[config.mk]
export PLATFORM = sky130hd
export DESIGN_NAME = imem_boot_loader
export DESIGN_NICKNAME = d
export VERILOG_FILES = /design/src/rtl/imem_boot_loader.sv
export SDC_FILE = /design/constraint.sdc
export NUM_CORES = 1
export LEC_CHECK = 0
export ABC_AREA = 1
export BUFFER_PORTS_ARGS = -buffer_cell sky130_fd_sc_hd__buf_2
export CORE_AREA = 2 2 115 117
export CTS_CLUSTER_DIAMETER = 100
export CTS_CLUSTER_SIZE = 25
export DETAILED_ROUTE_END_ITERATION = 7
export DIE_AREA = 0 0 117 119
export GPL_TIMING_DRIVEN = 0
export SLEW_MARGIN = 10
export SYNTH_ARGS = -nofsm -noshare
export SYNTH_HDL_FRONTEND = slang
export SYNTH_SLANG_ARGS = --single-unit
[constraint.sdc]
create_clock -name clock -period 4.2 [get_ports clock]
set_input_delay 1.05 -clock clock [delete_from_list [all_inputs] [get_ports clock]]
set_output_delay 1.05 -clock clock [all_outputs]
set_load 0.02 [all_outputs]
[src/rtl/imem_boot_loader.sv]
// Byte-stream boot loader: packs a length-prefixed, checksummed image into 32-bit words,
// writes them to instruction memory and releases the core once the checksum has passed.
module imem_boot_loader #(
  parameter int unsigned ADDR_WIDTH = 8
) (
  input  logic                  clock,
  input  logic                  reset,
  input  logic                  in_valid,
  input  logic [7:0]            in_data,
  output logic                  in_ready,
  output logic                  mem_we,
  output logic [ADDR_WIDTH-1:0] mem_addr,
  output logic [31:0]           mem_wdata,
  output logic                  cpu_reset,
  output logic                  done,
  output logic                  error,
  output logic [15:0]           words_loaded
);

  localparam int unsigned MaxWords = 2 ** ADDR_WIDTH;

  typedef enum logic [2:0] {
    StLenHi,
    StLenLo,
    StData,
    StChk,
    StDone,
    StErr
  } state_e;

  state_e                state_q, state_d;
  logic [15:0]           len_q, len_d;
  logic [7:0]            sum_q, sum_d;
  logic [1:0]            byte_idx_q, byte_idx_d;
  logic [23:0]           shift_q, shift_d;
  logic [15:0]           words_q, words_d;
  logic                  we_q, we_d;
  logic [ADDR_WIDTH-1:0] addr_q, addr_d;
  logic [31:0]           wdata_q, wdata_d;

  logic                  accept;
  logic [7:0]            sum_next;
  logic [15:0]           len_full;

  // State register
  always_ff @(posedge clock) begin
    if (reset) begin
      state_q    <= StLenHi;
      len_q      <= '0;
      sum_q      <= '0;
      byte_idx_q <= '0;
      shift_q    <= '0;
      words_q    <= '0;
      we_q       <= 1'b0;
      addr_q     <= '0;
      wdata_q    <= '0;
    end else begin
      state_q    <= state_d;
      len_q      <= len_d;
      sum_q      <= sum_d;
      byte_idx_q <= byte_idx_d;
      shift_q    <= shift_d;
      words_q    <= words_d;
      we_q       <= we_d;
      addr_q     <= addr_d;
      wdata_q    <= wdata_d;
    end
  end

  assign accept   = in_valid & in_ready;
  assign sum_next = sum_q + in_data;
  assign len_full = {len_q[15:8], in_data};

  // Next-state logic
  always_comb begin
    state_d    = state_q;
    len_d      = len_q;
    sum_d      = sum_q;
    byte_idx_d = byte_idx_q;
    shift_d    = shift_q;
    words_d    = words_q;
    we_d       = 1'b0;
    addr_d     = addr_q;
    wdata_d    = wdata_q;

    if (accept) begin
      sum_d = sum_next;
      unique case (state_q)
        StLenHi: begin
          len_d   = {in_data, 8'h00};
          state_d = StLenLo;
        end
        StLenLo: begin
          len_d = len_full;
          if (32'(len_full) > MaxWords) begin
            state_d = StErr;
          end else if (len_full == 16'd0) begin
            state_d = StChk;
          end else begin
            state_d = StData;
          end
        end
        StData: begin
          byte_idx_d = byte_idx_q + 2'd1;
          shift_d    = {shift_q[15:0], in_data};
          if (byte_idx_q == 2'd3) begin
            we_d    = 1'b1;
            addr_d  = words_q[ADDR_WIDTH-1:0];
            wdata_d = {shift_q, in_data};
            words_d = words_q + 16'd1;
            if (words_q == len_q - 16'd1) begin
              state_d = StChk;
            end
          end
        end
        StChk: begin
          state_d = (sum_next == 8'd0) ? StDone : StErr;
        end
        default: ;
      endcase
    end
  end

  // Outputs
  always_comb begin
    in_ready     = !reset && (state_q inside {StLenHi, StLenLo, StData, StChk});
    mem_we       = we_q;
    mem_addr     = addr_q;
    mem_wdata    = wdata_q;
    done         = (state_q == StDone);
    error        = (state_q == StErr);
    cpu_reset    = (state_q != StDone);
    words_loaded = words_q;
  end

endmodule

==> flow_metrics.env <==
export IMPL_status="finished, final reports clean"
export IMPL_vdd_drop_max_uv=183
export IMPL_cts_resized=0
export IMPL_hp_start="shift_q[23]$_SDFFE_PP0P_"
export IMPL_n_antenna_cell=0
export IMPL_synth_cells=703
export IMPL_max_freq_ghz=0.384
export IMPL_finalCritPeriodShare_pct=62.0
export IMPL_detail_route_antenna_nets=0
export IMPL_postLayoutCoreUtil_pct=45.9
export IMPL_port_buffers=71
export IMPL_hold_violations=0
export IMPL_maxSlewHeadroom_pct=51.2
export IMPL_ys_ff_latch=110
export IMPL_grt_max_degree=19
export IMPL_tns_ps=0
export IMPL_globalRoute_totalOverflow=0
export IMPL_synth_common_cells="132 x nand2_1, 111 x nor2_1, 110 x dfxtp_1, 69 x inv_1, 62 x a21oi_1"
export IMPL_syn_area_um2=5060
export IMPL_stdcell_count=966
export IMPL_crit_fanout=4
export IMPL_cts_buffer_depth=2
export IMPL_grt_pass1_wl_mm=21.4
export IMPL_power_density_nw_per_um2=374
export IMPL_boundaryPins=72
export IMPL_grt_pass1_vias=4244
export IMPL_numCtsBuffers=9
export IMPL_yosysMostFrequentCell="nand2_1"
export IMPL_dieWidth_um=117
export IMPL_drc=0
export IMPL_vias=4752
export IMPL_synth_area_leaders="dfxtp_1 43%, nand2_1 9.8%, nor2_1 8.2%"
export IMPL_yosysWarnings=0
export IMPL_drt_pass1_iterations=5
export IMPL_cp_end_kind="register"
export IMPL_r2r_start="len_q[0]$_SDFFE_PP0P_"
export IMPL_syn2layout_area_growth_pct=16.8
export IMPL_postCtsSetupBuffers=0
export IMPL_cp_required_ps=4460
export IMPL_clock_sinks=110
export IMPL_fin_hold_ws_ps=474
export IMPL_wl_mm=13.4
export IMPL_period_minus_slack_ps=2600
export IMPL_core_area_um2=12900
export IMPL_wl_per_cell_um=13.9
export IMPL_worstSkewPairLatency_ps=360
export IMPL_drt_iter0_drc=320
export IMPL_total_leakage_power_nw=2.75
export IMPL_die_area_um2=13900
export IMPL_ctsHoldBuffers=0
export IMPL_ys_seq_area_share_pct=43.5
export IMPL_dp_final_hpwl_mm=10.2
export IMPL_start_util_pct=39.3
export IMPL_ys_flop_type="dfxtp_1"
export IMPL_tightestPinTransition_ps=732
export IMPL_layout_nets=807
export IMPL_crit_arrival_ps=2860
export IMPL_cap_violations=0
export IMPL_viasPerCell=4.92
export IMPL_clkTransAtPathRegs_ps=70
export IMPL_critPathLaunch="in_data[0]"
export IMPL_avgSynthCellArea_um2=7.20
export IMPL_root_buffer="clkbuf_16"
export IMPL_hp_class="reg -> reg"
export IMPL_cts_max_level=3
export IMPL_drv_slew=0
export IMPL_antenna_found_initial=0
export IMPL_synth_cell_types=35
export IMPL_drive_gt1_share_pct=13.5
export IMPL_rsz0062_at_grt="false"
export IMPL_cp_start_kind="primary input"
export IMPL_placementRows=42
export IMPL_power_mw=2.21
export IMPL_die_h_um=119
export IMPL_synth_top_area_cell="dfxtp_1"
export IMPL_synth_edff_count=0
export IMPL_grtUsageTotal_pct=19.9
export IMPL_cts_tree="done"
export IMPL_dp_cells=950
export IMPL_critical_path_class="in -> reg"
export IMPL_gp_congestion=0.877
export IMPL_clock_skew_ps=7.80
export IMPL_setup_viol=0
export IMPL_synth_top_area_share_pct=43.5
export IMPL_async_flop_share_pct=0
export IMPL_synthesis_nets=725
worst max-delay path, cell delays in order:
cell     delay (ps)
buf_2           140
ha_1            250
fa_1            420
nand3_1          90
nand2_1          90
nand3_1         100
nand2_1          60
nand2_1          80
nand2_1          60
nor2_1          140
nand3_1         110
nand2_1          70
nand2_1          50
nor2_1          100
nor2_1           50
power by group:
group / internal [mW] / switching (mW)
logic: 0.102 / 0.202
clock network: 0.411 / 0.405
registers: 1.07 / 0.0223
total: 1.58 / 0.630
final timing paths:
kind	endpoint	slack, ps	depth (start not counted)
hold reg to reg	shift_q[23]$_SDFFE_PP0P_	470	2
setup / recovery	state_q[0]$_SDFFE_PP0P_	1600	15
hold / removal	shift_q[23]$_SDFFE_PP0P_	470	2
setup reg to reg	state_q[2]$_SDFFE_PP0P_	2020	12
sequential cells by signal (all words and copies together), names as in the netlist:
name / flops
sum_q: 8
len_q: 16
state_q: 3
byte_idx_q: 2
mem_we: 1
mem_wdata: 32
shift_q: 24
words_loaded: 16
mem_addr: 8
cells in the final DEF (no fill, tap or decap), types with 3 or more instances in the layout:
cell         n
dfxtp_1    110
nor2_2       4
o21ai_0     59
nand3b_1     5
xor2_1      12
inv_1       69
nor2_1     111
nor3_1       7
buf_1        3
xnor2_1      5
a21oi_1     62
inv_2        3
nand4_1      8
a211oi_1    26
nand3_1     35
clkbuf_16    9
nand2_1    132
clkbuf_1    19
buf_2       77
ha_1        10
logic make-up after synthesis:
kind of cell	Yosys count	synth area share [%]
and+or+nand+nor	311	26.3
adders and majority gates	11	2.87
AOI/OAI and AO/OA	154	16.8
xor gates and xnor gates	17	2.94
buffers and inverters	100	7.56
DFF	110	43.5
cell type report:
cell class / count / area (um^2)
buffer: 26 / 105
clock buffer: 11 / 233
clock inverter: 5 / 43.8
fill: 1360 / 6960
inverter: 74 / 278
multi-input combinational: 493 / 2480
sequential: 110 / 2200
tap: 176 / 220
timing repair buffer: 71 / 355
metrics by stage:
step	instance area, um^2	setup slack (ps)
global placement	5640	1300
global route	5910	1410
detailed placement	5640	1220
finish	5910	1600
floorplan	5060	1680
CTS	5910	1590
routing by layer:
metal	wire [um]	global-route usage [%]	vias to the layer above
li1	-	-	2469
met1	6490	27.1	2163
met2	6000	31.0	100
met3	572	3.61	20
met4	333	7.87	0
met5	0	0	-
Note: power is estimated with default switching activity, not from simulation.
